--- src/rtl/div_seq_ctrl.sv ---
// Sequential 64-bit integer divider: drives a chain of 2-bit restoring stages
// through an IDLE/PREP/ITER/FIX/DONE handshake controller (DIV/DIVU/REM/REMU + W).

module div_4bits #(
    parameter int XLEN = 64
) (
    input  logic [XLEN-1:0] rem_i,
    input  logic [XLEN-1:0] dq_i,
    input  logic [XLEN-1:0] dvs_i,
    output logic [XLEN-1:0] rem_o,
    output logic [XLEN-1:0] dq_o
);
    logic [XLEN:0] trial;

    // dq holds the dividend shifting out at the top and quotient bits entering at the bottom
    always_comb begin
        rem_o = rem_i;
        dq_o  = dq_i;
        trial = '0;
        for (int i = 0; i < 2; i++) begin
            trial = {rem_o, dq_o[XLEN-1]};
            dq_o  = {dq_o[XLEN-2:0], 1'b0};
            if (trial >= {1'b0, dvs_i}) begin
                trial   = trial - {1'b0, dvs_i};
                dq_o[0] = 1'b1;
            end
            rem_o = trial[XLEN-1:0];
        end
    end
endmodule

module div_seq_ctrl #(
    parameter int XLEN       = 64,
    parameter int NUM_STAGES = 1,
    parameter int TAG_W      = 6
) (
    input  logic             clk_i,
    input  logic             rst_i,
    input  logic             kill_i,
    input  logic             req_valid_i,
    output logic             req_ready_o,
    input  logic [1:0]       op_i,
    input  logic             word_i,
    input  logic [XLEN-1:0]  dividend_i,
    input  logic [XLEN-1:0]  divisor_i,
    input  logic [TAG_W-1:0] tag_i,
    output logic             resp_valid_o,
    input  logic             resp_ready_i,
    output logic [XLEN-1:0]  result_o,
    output logic [TAG_W-1:0] tag_o,
    output logic             busy_o
);
    localparam int ITERS = 32 / NUM_STAGES;
    localparam int CNT_W = (ITERS > 1) ? $clog2(ITERS) : 1;

    typedef enum logic [2:0] {IDLE, PREP, ITER, FIX, DONE} state_t;

    state_t state, nxt;

    logic [1:0]      op_q;
    logic            word_q;
    logic [XLEN-1:0] a_q, b_q;
    logic [XLEN-1:0] rem_q, dq_q, dvs_q;
    logic            neg_q, neg_r;
    logic [CNT_W-1:0] cnt;

    logic [NUM_STAGES:0][XLEN-1:0] rem_ch, dq_ch;

    assign rem_ch[0] = rem_q;
    assign dq_ch[0]  = dq_q;

    for (genvar g = 0; g < NUM_STAGES; g++) begin : g_stage
        div_4bits #(.XLEN(XLEN)) u_stage (
            .rem_i (rem_ch[g]),
            .dq_i  (dq_ch[g]),
            .dvs_i (dvs_q),
            .rem_o (rem_ch[g+1]),
            .dq_o  (dq_ch[g+1])
        );
    end

    // Operand conditioning, evaluated from the latched request during PREP
    logic            sgn, sa, sb, div_zero, ovf, special;
    logic [XLEN-1:0] a_ext, b_ext, a_mag, b_mag, min_neg, spec_sel, spec_res;

    always_comb begin
        sgn      = op_q[0];
        a_ext    = a_q;
        b_ext    = b_q;
        if (word_q) begin
            a_ext = sgn ? {{32{a_q[31]}}, a_q[31:0]} : {32'b0, a_q[31:0]};
            b_ext = sgn ? {{32{b_q[31]}}, b_q[31:0]} : {32'b0, b_q[31:0]};
        end
        sa       = sgn & a_ext[XLEN-1];
        sb       = sgn & b_ext[XLEN-1];
        a_mag    = sa ? -a_ext : a_ext;
        b_mag    = sb ? -b_ext : b_ext;
        min_neg  = word_q ? 64'hFFFF_FFFF_8000_0000 : 64'h8000_0000_0000_0000;
        div_zero = (b_ext == '0);
        ovf      = sgn & (a_ext == min_neg) & (b_ext == '1);
        special  = div_zero | ovf;
        // quotient: all ones on /0, dividend on overflow; remainder: dividend on /0, zero on overflow
        if (op_q[1])
            spec_sel = div_zero ? a_ext : '0;
        else
            spec_sel = div_zero ? '1 : a_ext;
        spec_res = word_q ? {{32{spec_sel[31]}}, spec_sel[31:0]} : spec_sel;
    end

    logic            fix_neg;
    logic [XLEN-1:0] fix_sel, fix_val, fix_res;

    always_comb begin
        fix_sel = op_q[1] ? rem_q : dq_q;
        fix_neg = op_q[0] & (op_q[1] ? neg_r : neg_q);
        fix_val = fix_neg ? -fix_sel : fix_sel;
        fix_res = word_q ? {{32{fix_val[31]}}, fix_val[31:0]} : fix_val;
    end

    always_ff @(posedge clk_i or posedge rst_i) begin
        if (rst_i) state <= IDLE;
        else       state <= nxt;
    end

    always_comb begin
        nxt          = state;
        req_ready_o  = 1'b0;
        resp_valid_o = 1'b0;
        busy_o       = (state != IDLE);
        case (state)
            IDLE: begin
                req_ready_o = 1'b1;
                if (req_valid_i) nxt = PREP;
            end
            PREP: nxt = special ? DONE : ITER;
            ITER: if (cnt == '0) nxt = FIX;
            FIX:  nxt = DONE;
            DONE: begin
                resp_valid_o = 1'b1;
                if (resp_ready_i) nxt = IDLE;
            end
            default: nxt = IDLE;
        endcase
        if (kill_i) nxt = IDLE;
    end

    always_ff @(posedge clk_i or posedge rst_i) begin
        if (rst_i) begin
            op_q     <= '0;
            word_q   <= 1'b0;
            a_q      <= '0;
            b_q      <= '0;
            rem_q    <= '0;
            dq_q     <= '0;
            dvs_q    <= '0;
            neg_q    <= 1'b0;
            neg_r    <= 1'b0;
            cnt      <= '0;
            result_o <= '0;
            tag_o    <= '0;
        end else if (!kill_i) begin
            case (state)
                IDLE: if (req_valid_i) begin
                    op_q   <= op_i;
                    word_q <= word_i;
                    a_q    <= dividend_i;
                    b_q    <= divisor_i;
                    tag_o  <= tag_i;
                end
                PREP: begin
                    neg_q <= sa ^ sb;
                    neg_r <= sa;
                    if (special) begin
                        result_o <= spec_res;
                    end else begin
                        rem_q <= '0;
                        dq_q  <= a_mag;
                        dvs_q <= b_mag;
                        cnt   <= CNT_W'(ITERS - 1);
                    end
                end
                ITER: begin
                    rem_q <= rem_ch[NUM_STAGES];
                    dq_q  <= dq_ch[NUM_STAGES];
                    cnt   <= cnt - 1'b1;
                end
                FIX: result_o <= fix_res;
                default: ;
            endcase
        end
    end
endmodule

--- config.mk ---
export PLATFORM = sky130hd
export DESIGN_NAME = div_seq_ctrl
export DESIGN_NICKNAME = d
export VERILOG_FILES = /design/src/rtl/div_seq_ctrl.sv
export SDC_FILE = /design/constraint.sdc
export NUM_CORES = 2
export LEC_CHECK = 0
export ABC_AREA = 1
export BUFFER_PORTS_ARGS = -buffer_cell sky130_fd_sc_hd__buf_4
export CAP_MARGIN = 15
export CORE_MARGIN = 3
export CORE_UTILIZATION = 55
export CTS_BUF_LIST = sky130_fd_sc_hd__clkbuf_4 sky130_fd_sc_hd__clkbuf_8
export DETAILED_ROUTE_END_ITERATION = 8
export MAX_ROUTING_LAYER = met4
export PLACE_DENSITY = 0.8
export SLEW_MARGIN = 20
export SYNTH_ARGS = -nofsm -noshare
export SYNTH_HDL_FRONTEND = slang
export SYNTH_SLANG_ARGS = --single-unit
--- constraint.sdc ---
create_clock -name clk_i -period 16.7 [get_ports clk_i]
set_clock_uncertainty 0.05 [all_clocks]
set_input_delay 3.34 -clock clk_i [delete_from_list [all_inputs] [get_ports clk_i]]
set_output_delay 3.34 -clock clk_i [all_outputs]
set_load 0.005 [all_outputs]
## Word-level counts from Yosys, hierarchy flattened

Cells that the tools add are included.

| storage, ports and cells | value |
|---|---|
| latch bits | 0 |
| word-level logic and storage cells | 88 |
| flip-flop bits (word level) | 403 |
| memories kept | 0 |
| ROM bits | 0 |
| bits in writable memories | 0 |

| cells by class | value |
|---|---|
| shift-type cells | 0 |
| bitwise logic cells | 9 |
| $mul | 0 |
| divide/modulo/power cells | 0 |
| reductions and logical operators | 12 |
| equal/unequal tests | 11 |
| magnitude comparators | 2 |
| add/sub/neg operators | 6 |
| multiplexer cells | 35 |

Operators with widths:

| kind | number |
|---|---|
| 64-bit 2-to-1 mux | 18 |
| 64-bit one-hot mux with 2 select lines | 3 |
| 64-bit negation | 3 |
| 65-bit by 64-bit greater-or-equal comparator with 1-bit output | 2 |
| 64-bit subtractor | 2 |
| 64-bit == test | 1 |
| 64-bit == test (second input constant) | 1 |
| 64-bit logical NOT | 1 |
| 63-bit 2-to-1 mux | 1 |
| 3-bit 2-to-1 mux | 5 |
| 3-bit one-hot mux with 5 select lines | 1 |
| 3-bit AND reduction | 5 |
| 5-bit one-hot mux with 2 select lines | 1 |
| 3-bit != test (second input constant) | 3 |
| 3-bit by 2-bit == test with 1-bit output (second input constant) | 2 |
| 1-bit AND | 5 |
| 5-bit logical NOT | 1 |
| 1-bit 2-to-1 mux | 5 |
| 5-bit 2-to-1 mux | 1 |
| 5-bit by 1-bit subtractor with 5-bit output (second input constant) | 1 |
| 2-bit != test (second input constant) | 2 |
| 2-bit nonzero test | 2 |
| 3-bit by 1-bit == test with 1-bit output (second input constant) | 1 |
| 3-bit == test (second input constant) | 1 |
| other kinds (6) | 7 |

## Depth between registers and ports, before layout

| depth | value |
|---|---|
| depth in word-level cells | 9 |
| gate-level depth with buffers | 38 |
| depth with buffers taken out | 34 |

## Cells and area by module

A second synthesis with hierarchy kept.

| second synthesis, totals | value |
|---|---|
| cell total of the unflattened synthesis | 6551 |
| area total of the unflattened synthesis | 38811.0 µm² |

By module, submodules not included:

| module | area each (µm²) | cells each | seq. area each (µm²) | instances |
|---|---|---|---|---|
| div_seq_ctrl | 25615.8 | 3806 | 10084.7 | 1 |
| div_4bits | 13195.2 | 2745 | 0.0 | 1 |

## Least setup slack after synthesis

Ideal clock, no wire load.

| timing | value |
|---|---|
| kind | input to register |
| start | in kill_i |
| end | reg a_q[0] |
| library setup time | 0.133 ns |
| arrival | 4.790 ns |
| slack | 11.727 ns |
| stages on the path | 7 |
| cells stage by stage | clkbuf_1 > inv_1 > nand3_1 > clkbuf_1 > clkbuf_1 > clkbuf_1 > a21oi_1 |

| between the ends | value |
|---|---|
| longest elaborated chain between the ends | 2 |

Ends and longest elaborated chain:

| what | RTL line | source |
|---|---|---|
| from (decl) | 39 | `input logic kill_i,` |
| 1-bit inverter (no source line) | n/a |  |
| 3-bit AND reduction (no source line) | n/a |  |
| to (signal assigned) | 166 | `a_q <= dividend_i;` |
| to (decl) | 62 | `logic [XLEN-1:0] a_q, b_q;` |

Every way passes these cells.
A chain may end at the register's enable or synchronous reset.

## Worst setup path in the final report

| timing | value |
|---|---|
| start | reg rem_q[41] |
| end | reg rem_q[52] |

| between the ends | value |
|---|---|
| longest elaborated chain between the ends | 5 |

Ends and longest elaborated chain:

| what | RTL line | source |
|---|---|---|
| from (decl) | 63 | `logic [XLEN-1:0] rem_q, dq_q, dvs_q;` |
| from (signal assigned) | 183 | `rem_q <= rem_ch[NUM_STAGES];` |
| 64-bit subtractor or 65-bit by 64-bit greater-or-equal comparator with 1-bit output (tied branches) | 24, 23 |  |
| 64-bit 2-to-1 mux (*) | 23 | `if (trial >= {1'b0, dvs_i}) begin` |
| 64-bit subtractor or 65-bit by 64-bit greater-or-equal comparator with 1-bit output (tied branches) | 24, 23 |  |
| 64-bit 2-to-1 mux (*) | 23 |  |
| 64-bit one-hot mux with 2 select lines (*) | 162 | `case (state)` |

Mark *: on every way between the ends. The rest lies on a longest branch, timed or not.

==> flow_results.org <==
** Critical path
- Cell count of the worst reg-to-reg path :: 33
- CP arrival :: between 7 and 8 ns
- End of the worst register-to-register path :: rem_q[52]
- In this run the worst setup path begins at rem_q[41].
- On the critical path, the stage with the largest delay is an instance of sky130_fd_sc_hd__buf_4.
- In this design, the stage delay of the slowest critical-path cell is around 0.62 ns.
- For the worst setup path, the data required time is 17.20 ns.
- In this run the worst path has a maximum fanout of 72.
- Type of the worst setup path :: flop to flop
- STA classifies the critical path startpoint as a flop.
- The worst register-to-register path begins at rem_q[41].
- Type of destination of the critical path :: flop
- Following the worst setup path forward leads to its endpoint at rem_q[52].
- By instance count, the cell type seen most on the critical path is sky130_fd_sc_hd__nand2_1.
- The setup check on the worst reg-to-reg path leaves a slack of around 9.3 ns.

** Synthesis
- Yosys warning total :: 0
- sky130_fd_sc_hd__nand2_1 is the most common cell in the netlist.
- Leading register cell type out of synthesis :: sky130_fd_sc_hd__dfrtp_1
- Counting every net in the synthesized netlist gives approximately 6600.
- The mapped netlist covers 38000 sq um.
- Yosys mapped a number of flops with a built-in enable equal to 0.
- Synth top area share :: 0.266
- Count of distinct cell types in the synthesized netlist :: 55
- For this run, the register share of the synthesized area comes to 0.266.
- Ranked by instance count, the synthesized netlist is headed by sky130_fd_sc_hd__nand2_1 (2083), sky130_fd_sc_hd__inv_1 (825), sky130_fd_sc_hd__nor2_1 (662).
- After synthesis, the cell types taking the most area are sky130_fd_sc_hd__dfrtp_1 (27%), sky130_fd_sc_hd__nand2_1 (21%), sky130_fd_sc_hd__inv_1 (8.2%).
- The largest total area in the synthesized netlist belongs to sky130_fd_sc_hd__dfrtp_1.
- In the synthesized netlist the async set-or-reset flop fraction comes to 1.00.
- The cell count after synthesis came out at 6329.
- After synthesis, the mean cell area works out to roughly 6 sq um.
- Flops & latches, synth :: 403

** Clocking
- Clock-pin slew was measured on the worst setup and hold paths at 0.07 ns.
- Number of sinks on the clock net :: between 400 and 500
- The clock tree synthesis step divided the H-tree into 3 levels.
- Post-CTS timing repair inserted 0 buffers for setup.
- Clock tree synthesis inserted a total of 75 buffers.
- CTS tree :: yes
- The number of hold buffers added after CTS was 0.
- Post-CTS repair changed the size of 0 cells.
- Clock Root Buffer :: sky130_fd_sc_hd__clkbuf_8
- For the worst-skew pair, the clock arrives at the later sink with an insertion delay of 0.73 ns.
- No sink is reached through more buffers than the 3 on the longest clock path.

** Timing
- RSZ-0062 raised after global routing :: no
- The count of pins over their slew limit is 0.
- The smallest clock period supported by the final layout is computed as approximately 7.4 ns.
- Final Cycle Share :: 0.443
- The worst pin sits at a relative slew slack of 0.141.
- Setup total negative slack on the finished layout was measured at 0 ns.
- Hold WS :: 0.432 ns
- Timing would allow up to between 100 and 150 MHz.
- Worst Max-Slew Pin Slew :: around 1.3 ns
- Setup violations remaining at the end of the flow were counted as 0.
- The number of hold violations in the final report came to 0.

** Die
- Die height :: about 270 um
- In this run the horizontal extent of the chip is between 200 and 300 um.
- Initial cell density of the core :: 0.561
- Die area :: between 70000 and 80000 sq um
- The floorplan has 95 rows.
- # IOs :: 215
- Area of the core :: about 68000 sq um

** Global routing
- Largest net degree at the start of global routing :: about 150
- Overall Global Routing Usage :: 0.484
- After global routing the overflow that remains totals 0.
- Via count of the first global-routing pass :: between 40000 and 50000
- Antenna violations before repair :: 12
- The first global-routing pass estimated about 250000 um of wire.

** Status
- Violations in the final reports :: design-rule violations
- Status :: finished, violations left

** Drt
- In the routed design, unresolved DRC markers number 44.
- Length of the first detailed-routing pass in iterations :: 9
- Vias per cell :: around 6
- Met2 wire length :: 69100 um
- Dividing the detail-routed wire length by the instance count gives approximately 24 um.
- After detailed routing, the total wire length is between 150000 and 200000 um.
- The detailed router finished its first iteration with 8200 violations.
- Top routing layer in use :: met4
- Met1 Routed Length :: around 68000 um
- Met3 Routed Length :: between 20000 and 30000 um
- Across all layers, the routed design uses between 40000 and 50000 vias.
- Post-detailed-route count of antenna-violating nets :: 0

** Run
- Max cap viols :: 0

** Place
- Buffers placed on the I/O ports in this run total roughly 210.
- Gpl congestion :: 1.15
- Detailed-placement wirelength estimate :: around 140000 um

** Power
- Total power of the final layout :: 9.00 mW
- Across the VDD grid, the largest voltage drop is just under 0.2 mV.
- Summed over all cells, the static leakage comes to about 23 nW.
- For this design the ratio of total power to cell area is ~220 nW/um^2.

** Final layout
- Layout Area Growth over Synthesis :: 9.55%
- The final layout contains ~6700 nets.
- Of the cells placed in the final design, the portion with a size suffix greater than 1 is 0.0788.
- Number of fillers in the final layout :: approximately 6500

** Worst hold path
- The tightest min-delay check is of the flop to flop type.
-- power breakdown --
group | total, mW | internal, mW | switching, mW
Sequential | 1.70 | 1.37 | 0.335
Clock | 1.12 | 0.621 | 0.500
Combinational | 6.17 | 1.68 | 4.49
-- cells by family (layout without fill, tap and decap cells) --
| kind of cell | Yosys count | in the layout | share of synthesized area |
|---|---|---|---|
| buf+inv | 1070 | 1225 | 0.114 |
| flops | 403 | 403 | 0.266 |
| fa+ha+maj | 167 | 167 | 0.0535 |
| xor+xnor | 161 | 161 | 0.0371 |
| compound gates | 912 | 912 | 0.127 |
| other cells | 0 | 12 | 0 |
| simple gates | 3551 | 3551 | 0.384 |
| mux | 65 | 65 | 0.0192 |
-- worst max-delay path, delay by kind of cell, from the launching register on --
family	cells	cell delay, ns
AOI/OAI and AO/OA	2	0.78
adders and majority gates	2	0.96
DFF	1	0.48
buffers and inverters	6	1.57
and+or+nand+nor	23	3.32
-- cells in the final DEF, fill, tap and decap left out, types with 96 or more instances in the layout --
master	Yosys	layout
sky130_fd_sc_hd__nand2_1	2083	2078
sky130_fd_sc_hd__inv_1	825	822
sky130_fd_sc_hd__nor2_1	662	658
sky130_fd_sc_hd__nand3_1	573	572
sky130_fd_sc_hd__o21ai_0	450	446
sky130_fd_sc_hd__dfrtp_1	403	402
sky130_fd_sc_hd__a21oi_1	297	297
sky130_fd_sc_hd__buf_4	10	250
sky130_fd_sc_hd__ha_1	134	134
sky130_fd_sc_hd__xor2_1	96	96
-- final cells by class --
class	count	area, sq um	share of cell area
Multi-Input combinational cell	4856	23600	0.568
Sequential cell	403	10100	0.242
Inverter	841	3170	0.0761
Timing Repair Buffer	251	1900	0.0456
Clock buffer	111	1400	0.0336
Tap cell	873	1090	0.0263
Clock inverter	22	290	0.00698
Antenna cell	12	30.0	0.000722
-- worst min-delay path by stage --
stage	startpoint	endpoint	cells after the start	slack, ns
2_1_floorplan	dq_q[62]	dq_q[62]	2	0.40
3_3_place_gp	result_o[3]	result_o[3]	2	0.41
3_5_place_dp	result_o[57]	result_o[57]	2	0.42
4_1_cts	result_o[57]	result_o[57]	2	0.43
5_1_grt	result_o[43]	result_o[43]	2	0.45
6_report	result_o[59]	result_o[59]	2	0.43
-- through the flow --
step	setup WS, ns	utilization	instances	area [sq um]
floorplan	2.10	-	6329	38000
global placement	9.80	0.589	7224	39900
detailed placement	9.77	0.589	7224	39900
CTS	9.71	0.614	7357	41600
global route	8.99	0.614	7366	41600
finish	9.30	0.614	7369	41600
-- sequential cells by signal (all words and copies together) (netlist names) --
name	count
a_q	64
b_q	64
dq_q	64
dvs_q	64
rem_q	64
result_o	64
tag_o	6
cnt	5
state	3
op_q	2
neg_q	1
neg_r	1
word_q	1
-- routing by layer --
metal | up-vias | global-route usage
li1 | 20400 | -
met1 | 20700 | 0.636
met2 | 3574 | 0.662
met3 | 726 | 0.155
met4 | 0 | 0.251
met5 | - | -
Note: power is estimated with default switching activity, not from simulation.
